File: src/rtl/tx_lane_scheduler.sv
// tx_lane_scheduler: two requester byte FIFOs merged onto one lane by a
// round-robin scheduler, after INIT_CYCLES idle cycles following reset.
// Ports:
//   clk_2f, reset          clock, async active-high reset
//   data_in0/1, valid_in0/1 requester bytes and push strobes
//   pause                  downstream hold, blocks pops
//   full0/1, overflow0/1   FIFO full flags, sticky dropped-push flags
//   data_out, valid_out    registered scheduled byte and its qualifier
//   grant                  registered one-hot source of data_out
//   active                 scheduler in ACTIVE state
// Build option: TX_IDLE_COM_EN selects 8'hBC (COM) as the idle byte
// instead of 8'h00.
module tx_lane_scheduler #(
    parameter int DEPTH       = 4,
    parameter int INIT_CYCLES = 8
) (
    input  logic       clk_2f,
    input  logic       reset,
    input  logic [7:0] data_in0,
    input  logic [7:0] data_in1,
    input  logic       valid_in0,
    input  logic       valid_in1,
    input  logic       pause,
    output logic       full0,
    output logic       full1,
    output logic       overflow0,
    output logic       overflow1,
    output logic [7:0] data_out,
    output logic       valid_out,
    output logic [1:0] grant,
    output logic       active
);

    localparam int AW = (DEPTH > 1) ? $clog2(DEPTH) : 1;
    localparam int CW = AW + 1;
    localparam int IW = (INIT_CYCLES > 1) ? $clog2(INIT_CYCLES) : 1;
    localparam logic [CW-1:0] FULL_CNT  = CW'(DEPTH);
    localparam logic [IW-1:0] INIT_LAST = IW'(INIT_CYCLES - 1);

`ifdef TX_IDLE_COM_EN
    localparam logic [7:0] IDLE_SYM = 8'hBC;
`else
    localparam logic [7:0] IDLE_SYM = 8'h00;
`endif

    typedef enum logic [1:0] {
        S_INIT,
        S_ACTIVE,
        S_PAUSED
    } state_t;

    state_t        state;
    logic [IW-1:0] init_cnt;
    // 1 = requester 1 was granted last, so requester 0 wins next tie
    logic          last_grant;

    logic [7:0]    mem0 [DEPTH];
    logic [7:0]    mem1 [DEPTH];
    logic [AW-1:0] wptr0, rptr0, wptr1, rptr1;
    logic [CW-1:0] cnt0, cnt1;

    logic push0, push1, pop0, pop1;
    logic ne0, ne1, can_pop;

    assign full0 = (cnt0 == FULL_CNT);
    assign full1 = (cnt1 == FULL_CNT);

    // full is judged on the pre-pop count, so a push racing a pop on a
    // full FIFO is dropped
    assign push0 = valid_in0 & ~full0;
    assign push1 = valid_in1 & ~full1;

    assign ne0     = (cnt0 != '0);
    assign ne1     = (cnt1 != '0);
    assign can_pop = (state == S_ACTIVE) && !pause;

    assign pop0 = can_pop && ne0 && (!ne1 || last_grant);
    assign pop1 = can_pop && ne1 && (!ne0 || !last_grant);

    always_ff @(posedge clk_2f) begin
        if (push0) mem0[wptr0] <= data_in0;
        if (push1) mem1[wptr1] <= data_in1;
    end

    always_ff @(posedge clk_2f or posedge reset) begin
        if (reset) begin
            wptr0 <= '0;
            rptr0 <= '0;
            cnt0  <= '0;
        end else begin
            if (push0) wptr0 <= wptr0 + 1'b1;
            if (pop0)  rptr0 <= rptr0 + 1'b1;
            if (push0 && !pop0)
                cnt0 <= cnt0 + 1'b1;
            else if (!push0 && pop0)
                cnt0 <= cnt0 - 1'b1;
        end
    end

    always_ff @(posedge clk_2f or posedge reset) begin
        if (reset) begin
            wptr1 <= '0;
            rptr1 <= '0;
            cnt1  <= '0;
        end else begin
            if (push1) wptr1 <= wptr1 + 1'b1;
            if (pop1)  rptr1 <= rptr1 + 1'b1;
            if (push1 && !pop1)
                cnt1 <= cnt1 + 1'b1;
            else if (!push1 && pop1)
                cnt1 <= cnt1 - 1'b1;
        end
    end

    always_ff @(posedge clk_2f or posedge reset) begin
        if (reset) begin
            overflow0 <= 1'b0;
            overflow1 <= 1'b0;
        end else begin
            if (valid_in0 && full0) overflow0 <= 1'b1;
            if (valid_in1 && full1) overflow1 <= 1'b1;
        end
    end

    always_ff @(posedge clk_2f or posedge reset) begin
        if (reset) begin
            state      <= S_INIT;
            init_cnt   <= '0;
            last_grant <= 1'b1;
            active     <= 1'b0;
            data_out   <= IDLE_SYM;
            valid_out  <= 1'b0;
            grant      <= 2'b00;
        end else begin
            unique case (state)
                S_INIT: begin
                    if (init_cnt == INIT_LAST) begin
                        state  <= S_ACTIVE;
                        active <= 1'b1;
                    end else begin
                        init_cnt <= init_cnt + 1'b1;
                    end
                end
                S_ACTIVE: begin
                    if (pause) begin
                        state  <= S_PAUSED;
                        active <= 1'b0;
                    end
                end
                S_PAUSED: begin
                    if (!pause) begin
                        state  <= S_ACTIVE;
                        active <= 1'b1;
                    end
                end
                default: begin
                    state    <= S_INIT;
                    init_cnt <= '0;
                    active   <= 1'b0;
                end
            endcase

            if (pop0) begin
                data_out   <= mem0[rptr0];
                valid_out  <= 1'b1;
                grant      <= 2'b01;
                last_grant <= 1'b0;
            end else if (pop1) begin
                data_out   <= mem1[rptr1];
                valid_out  <= 1'b1;
                grant      <= 2'b10;
                last_grant <= 1'b1;
            end else begin
                data_out  <= IDLE_SYM;
                valid_out <= 1'b0;
                grant     <= 2'b00;
            end
        end
    end

endmodule

File: config.mk
export PLATFORM = sky130hd
export DESIGN_NAME = tx_lane_scheduler
export DESIGN_NICKNAME = d
export VERILOG_FILES = /design/src/rtl/tx_lane_scheduler.sv
export SDC_FILE = /design/constraint.sdc
export NUM_CORES = 1
export LEC_CHECK = 0
export BUFFER_PORTS_ARGS = -buffer_cell sky130_fd_sc_hd__buf_2
export CORE_MARGIN = 2
export CORE_UTILIZATION = 50
export DETAILED_ROUTE_END_ITERATION = 7
export GPL_TIMING_DRIVEN = 1
export PLACE_DENSITY = 0.69
export SLEW_MARGIN = 30
export SYNTH_ARGS = -nofsm -noshare
export SYNTH_HDL_FRONTEND = slang
export SYNTH_SLANG_ARGS = --single-unit
File: constraint.sdc
create_clock -name clk_2f -period 2.65 [get_ports clk_2f]
set_input_delay 0 -clock clk_2f [delete_from_list [all_inputs] [get_ports clk_2f]]
set_output_delay 0 -clock clk_2f [all_outputs]
set_load 0.005 [all_outputs]
# [Yosys cells after proc, flatten, opt, wreduce, memory -nomap -nowiden]
# Memory sizes are Yosys's and may differ from the RTL's.
# Index checks and enable logic that the tools add are counted.
[word_totals] register_bits=34 ramBits=64 in_bits=21 output_inout_bits=16 word_cells=96 mem_count=2
[memory_table] name="mem0" words=4 width=8 rd=1 rd_clocked_by_memory_dff=0 write_ports=1 line="57" text="logic [7:0] mem0 [DEPTH];"
[memory_table] name="mem1" words=4 width=8 rd=1 rd_clocked_by_memory_dff=0 write_ports=1 line="58" text="logic [7:0] mem1 [DEPTH];"
[classes] add_sub_neg=9 eq_ne=9 mux=26 bitwise=5 n_reduce_logical=30
[op_table] op="8-bit 2-to-1 mux" count=2
[op_table] op="3-bit 2-to-1 mux" count=5
[op_table] op="1-bit logical AND" count=11
[op_table] op="1-bit 2-to-1 mux" count=11
[op_table] op="2-bit 2-to-1 mux" count=5
[op_table] op="3-bit by 1-bit adder with 3-bit output, second input constant" count=3
[op_table] op="3-bit equality test, second input constant" count=3
[op_table] op="2-bit by 1-bit adder with 2-bit output, second input constant" count=4
[op_table] op="1-bit logical NOT" count=8
[op_table] op="2-bit inequality test, second input constant" count=4
[op_table] op="2-bit one-hot mux with 3 select lines" count=1
[op_table] op="3-bit one-hot mux with 2 select lines" count=1
[op_table] op="2-bit nonzero test" count=3
[op_table] op="3-bit nonzero test" count=2
[op_table] op="3-bit by 1-bit subtractor with 3-bit output, second input constant" count=2
[op_table] op="1-bit inverter" count=3
[op_table] op="1-bit one-hot mux with 3 select lines" count=1
[op_table] op="3-bit AND reduction" count=1
[op_table] op="1-bit bitwise AND" count=2
[op_table] op="2-bit by 1-bit equality test with 1-bit output, second input constant" count=1
[op_table] op="2-bit equality test, second input constant" count=1
[op_table] op="2-bit logical NOT" count=1
[op_table] op="1-bit logical OR" count=2
[op_table] op="2-bit AND reduction" count=1
[op_table] op="2-bit OR reduction" count=1

# [Longest topological paths before layout]
[depth] depth_word=7 mapped_depth=10 mapped_depth_nobuf=10

# [Worst setup path after synthesis]
# No wires, ideal clock.
[synth_timing] path_kind="flip-flop to flip-flop" startpoint="register state[1]" endpoint="register cnt0[1]" arrival_time_ns=2.070 required_time_ns=2.525 path_slack_ns=0.455 stages_incl_launch_ff=9 path_buffers=0 synth_period_minus_slack_ns=2.195 cell_sequence="dfrtp_1 inv_1 ha_1 nor2b_1 o211ai_2 ha_1 inv_1 fa_1 mux2_2"
[synth_between] elab_chain_len=7 elab_cells_between_ends=9
[synth_lines] item="start: declaration" line="52" text="state_t state;"
[synth_lines] item="start signal: assignment" line="127" text="state <= S_INIT;"
[synth_lines] item="start signal: assignment" line="138" text="state <= S_ACTIVE;"
[synth_lines] item="start signal: assignment" line="146" text="state <= S_PAUSED;"
[synth_lines] item="2-bit by 1-bit equality test with 1-bit output *" line="75" text="assign can_pop = (state == S_ACTIVE) && !pause;"
[synth_lines] item="1-bit logical AND *" line="75"
[synth_lines] item="1-bit logical AND * (2 in a row)" line="77" text="assign pop0 = can_pop && ne0 && (!ne1 || last_grant);"
[synth_lines] item="1-bit logical NOT" line="93" text="if (push0 && !pop0)"
[synth_lines] item="1-bit logical AND" line="93"
[synth_lines] item="3-bit 2-to-1 mux or 2-bit nonzero test (tied branches)"
[synth_lines] item="end signal: assignment" line="94" text="cnt0 <= cnt0 + 1'b1;"
[synth_lines] item="end signal: assignment" line="96" text="cnt0 <= cnt0 - 1'b1;"
[synth_lines] item="end: declaration" line="60" text="logic [CW-1:0] cnt0, cnt1;"
# Every way passes the cells marked *; elsewhere a longest branch is shown, timed or not.
# A chain may end at the register's enable or synchronous reset.

# [Worst setup path after layout]
[layout_timing] startpoint="register cnt0[0]" endpoint="register cnt0[2]"
[layout_between] elab_chain_len=6 elab_cells_between_ends=15
[layout_lines] item="branches (longest 6 deep; another with 3-bit by 1-bit subtractor with 3-bit output)"
# Parallel ways; which one is timed is not known. The select of a mux whose other input is x is not followed.

==> results.py <==
metrics = {
    "logic_synthesis": {
        "yosys.area_share.simple_pct": 5.234,
        "seq_area_frac_synth_pct": 67.08,
        "synthesis.area_um2": 4135,
        "syn_area_per_cell_um2": 17.16,
        "yosys.area.top_type": "edfxtp_1",
        "synth_edf_count": 64,
        "synthTopCellsByArea": "edfxtp_1, dfrtp_1, mux4_2",
        "ys.flop_type": "edfxtp_1",
        "synth_top_area_share_pct": 46.48,
        "syn-num-nets": 281,
        "synth.distinct_cells": 44,
        "synth_xor_area_share_pct": 2.542,
        "ys.warnings.count": 0,
        "synth_compound_area_share_pct": 5.779,
        "ys_ff_latch": 98,
        "synth_top_family_by_area": "multiplexers",
        "synth_adder_area_share_pct": 6.112,
        "syn-instance-count": 241,
        "ys_async_sr_fraction_pct": 34.69,
        "muxShareOfSynthArea_pct": 10.41,
    },
    "sta": {
        "hold_viol_final": 0,
        "fin_skew_ps": 13.51,
        "max_slew_margin_pct": 55.78,
        "hold_slack_ps": 85.04,
        "rsz0062_at_grt": "no",
        "tns_ps": 0,
        "fin_crit_sh_pct": 88.45,
        "finalSetupViolCount": 0,
        "drv_slew": 0,
        "tightest_slew_ps": 662.6,
        "final.min_clock_period_ps": 2344,
        "timing.fmax_mhz": 426.6,
    },
    "power": {
        "power.share.clock_pct": 21.4,
        "seqPwrFrac_pct": 48.1,
        "power_frac_comb_pct": 30.5,
        "power_switching_mw": 1.652,
        "p_sw_share_pct": 32.26,
        "power.density_nw_per_um2": 1060,
        "p_int_mw": 3.469,
        "power_leakage_nw": 1.905,
        "irDropWorstVdd_mv": 0.3778,
    },
    "cts": {
        "clk_pin_slew_worst_paths_ps": 90,
        "clock_path_buffers": 2,
        "cts_buffers": 9,
        "cts_setup_buffers": 0,
        "htreeDepth": 3,
        "cts.sinks": 98,
        "cts-root-buf": "clkbuf_8",
        "cts_tree": "built",
        "clock_latency_ps": 360,
    },
    "global_routing": {
        "grt_use_total_pct": 16.80,
        "grt.overflow.total": 0,
        "grt_pass1_wl_um": 10940,
        "antenna_found_initial": 0,
        "grt_pass1_vias": 2109,
        "grt_max_degree": 19,
    },
    "setup_path": {
        "cp_top_family": "simple AND/OR/NAND/NOR gates",
        "crit_path_cell_trace": "or3_1 -> o211ai_2 -> ha_1 -> inv_1 -> fa_1 -> xor2_1 -> nor2_1 -> xor2_1",
        "crit_type": "flop to flop",
        "crit_fanout": 10,
        "crit_arrival_ps": 2630,
        "crit_top_cell": "xor2_1",
        "crit_path_end_kind": "flop",
        "max_stage_delay_ps": 550,
        "cp_data_required_time_ps": 2930,
        "startpoint_type": "flop",
        "cp_slowest_cell": "or3_1",
        "crit_buf_inv": 1,
    },
    "min_path": {
        "hp-class": "input pin to flop",
    },
    "die": {
        "ios": 37,
        "die_w_um": 94.94,
        "fp-row-count": 33,
        "core-area_um2": 8134,
        "dieArea_um2": 9014,
        "start_util_pct": 50.84,
        "die_h_um": 94.94,
    },
    "route": {
        "wirelength_um": 6782,
        "routed_via_density": 5.256,
        "drt-initial-drc-count": 91,
        "dr.pass1.iters": 4,
        "vias": 2155,
        "routedWlPerCell_um": 16.54,
        "ant_nets": 0,
        "drc": 0,
    },
    "finish": {
        "syn2layout_area_growth_pct": 16.88,
        "fillers": 603,
        "final_nets": 340,
        "diodes": 0,
        "drive_gt1_share_pct": 29.18,
        "final_cell_area_um2": 4833,
    },
    "job": {
        "maxCapViolCount": 0,
    },
    "placement": {
        "hpwl_um": 4742,
        "gp_congestion": 0.7228,
        "place_area_um2": 4408,
        "portBuffers": 36,
    },
    "outcome": {
        "status": "finished, final reports clean",
    },
}
per-layer routing:
layer	GRT usage (%)	up-vias	wire length (um)
met5	0	-	0
met4	7.971	0	133
met3	2.873	12	177
met2	26.65	45	3343
met1	22.78	1073	3128
li1	-	1025	-
power by group through the flow:
stage | logic, mW | registers [mW] | clock network, mW
after floorplan | 1.35 | 2.30 | 0
after global placement | 1.54 | 2.49 | 0
after detailed placement | 1.56 | 2.51 | 0
after CTS | 1.59 | 2.47 | 1.12
after global routing | 1.75 | 2.53 | 1.18
final | 1.56 | 2.46 | 1.10
cells in the mapped netlist, drive strengths merged (4+ instances only):
master / instances
edfxtp: 64
dfrtp: 33
ha: 17
mux4: 16
inv: 13
a21oi: 10
nand3: 9
o211ai: 9
and2: 8
xnor2: 8
buf: 7
mux2: 5
clkbuf: 4
xor2: 4
cell usage in the layout (no fill, tap or decap), types with 2 or more instances in the layout:
| cell type | instances |
|---|---|
| edfxtp_1 | 64 |
| buf_2 | 36 |
| dfrtp_1 | 33 |
| dlygate4sd3_1 | 19 |
| ha_1 | 17 |
| mux4_2 | 16 |
| inv_1 | 13 |
| a21oi_1 | 10 |
| clkbuf_8 | 10 |
| xnor2_1 | 8 |
| o211ai_1 | 8 |
| nand3_1 | 8 |
| mux2_2 | 4 |
| xor2_1 | 4 |
| and2_2 | 4 |
| and2_1 | 4 |
| buf_4 | 4 |
| nor2_1 | 3 |
| nor3_1 | 3 |
| nor2b_1 | 2 |
| or3_1 | 2 |
| nand2_1 | 2 |
| a21o_1 | 2 |
| o21ai_0 | 2 |
| a22o_1 | 2 |
| fa_1 | 2 |
| clkinvlp_4 | 2 |
| bufinv_16 | 2 |
| inv_8 | 2 |
path summary, 6_finish.rpt:
| path | endpoint | slack (ps) | startpoint | depth (start not counted) |
|---|---|---|---|---|
| setup / recovery | cnt0[2] | 310 | cnt0[0] | 8 |
| hold / removal | state[0] | 90 | pause | 3 |
| setup reg to reg | cnt0[2] | 310 | cnt0[0] | 8 |
| hold reg to reg | overflow0 | 460 | overflow0 | 1 |
| max in group asynchronous | last_grant | 1600 | reset | 4 |
| min in group asynchronous | wptr1[1] | 270 | reset | 3 |
metrics by stage:
| stage | util, % | total power, mW | worst slack [ps] | std cells |
|---|---|---|---|---|
| detailed placement | 54.19 | 4.068 | 313.5 | 375 |
| floorplan | - | 3.648 | 454.9 | 241 |
| global route | 59.42 | 5.457 | 173.3 | 410 |
| finish | 59.42 | 5.122 | 306.1 | 410 |
| global placement | 54.19 | 4.034 | 393.4 | 375 |
| CTS | 59.42 | 5.188 | 295.0 | 410 |
cells by family (layout without fill, tap and decap cells):
family                   after synthesis  after routing
adder cells (fa/ha/maj)               19             19
multiplexers                          22             22
flip-flops                            98             98
XOR/XNOR                              12             12
buffers and inverters                 24             88
AND/OR/NAND/NOR                       34             34
AO/OA/AOI/OAI                         32             32
cell type report:
class	count	area, um2	area share (%)
inverters	13	48.80	1.010
repair buffers	59	400.4	8.284
flip-flops and latches	98	2774	57.39
clock buffers	10	137.6	2.848
clock inverters	6	97.59	2.019
well taps	105	131.4	2.718
multi-input cells	119	1244	25.73
worst min-delay path: stages:
cell     delay [ps]
buf_2           100
a221o_1         210
mux2i_1          90
flip-flops by register name, indices dropped and copies added, names as in the netlist, 3 cells and up:
| name | flops |
|---|---|
| mem0 | 32 |
| mem1 | 32 |
| data_out | 8 |
| cnt0 | 3 |
| cnt1 | 3 |
| init_cnt | 3 |
what timing repair did:
| action | 4_1_cts | 5_1_grt |
|---|---|---|
| resized for setup | 0 | 0 |
| endpoints found under the hold margin | 82 | 0 |
| hold buffers | 19 | 0 |
(Power assumes the default switching activity.)
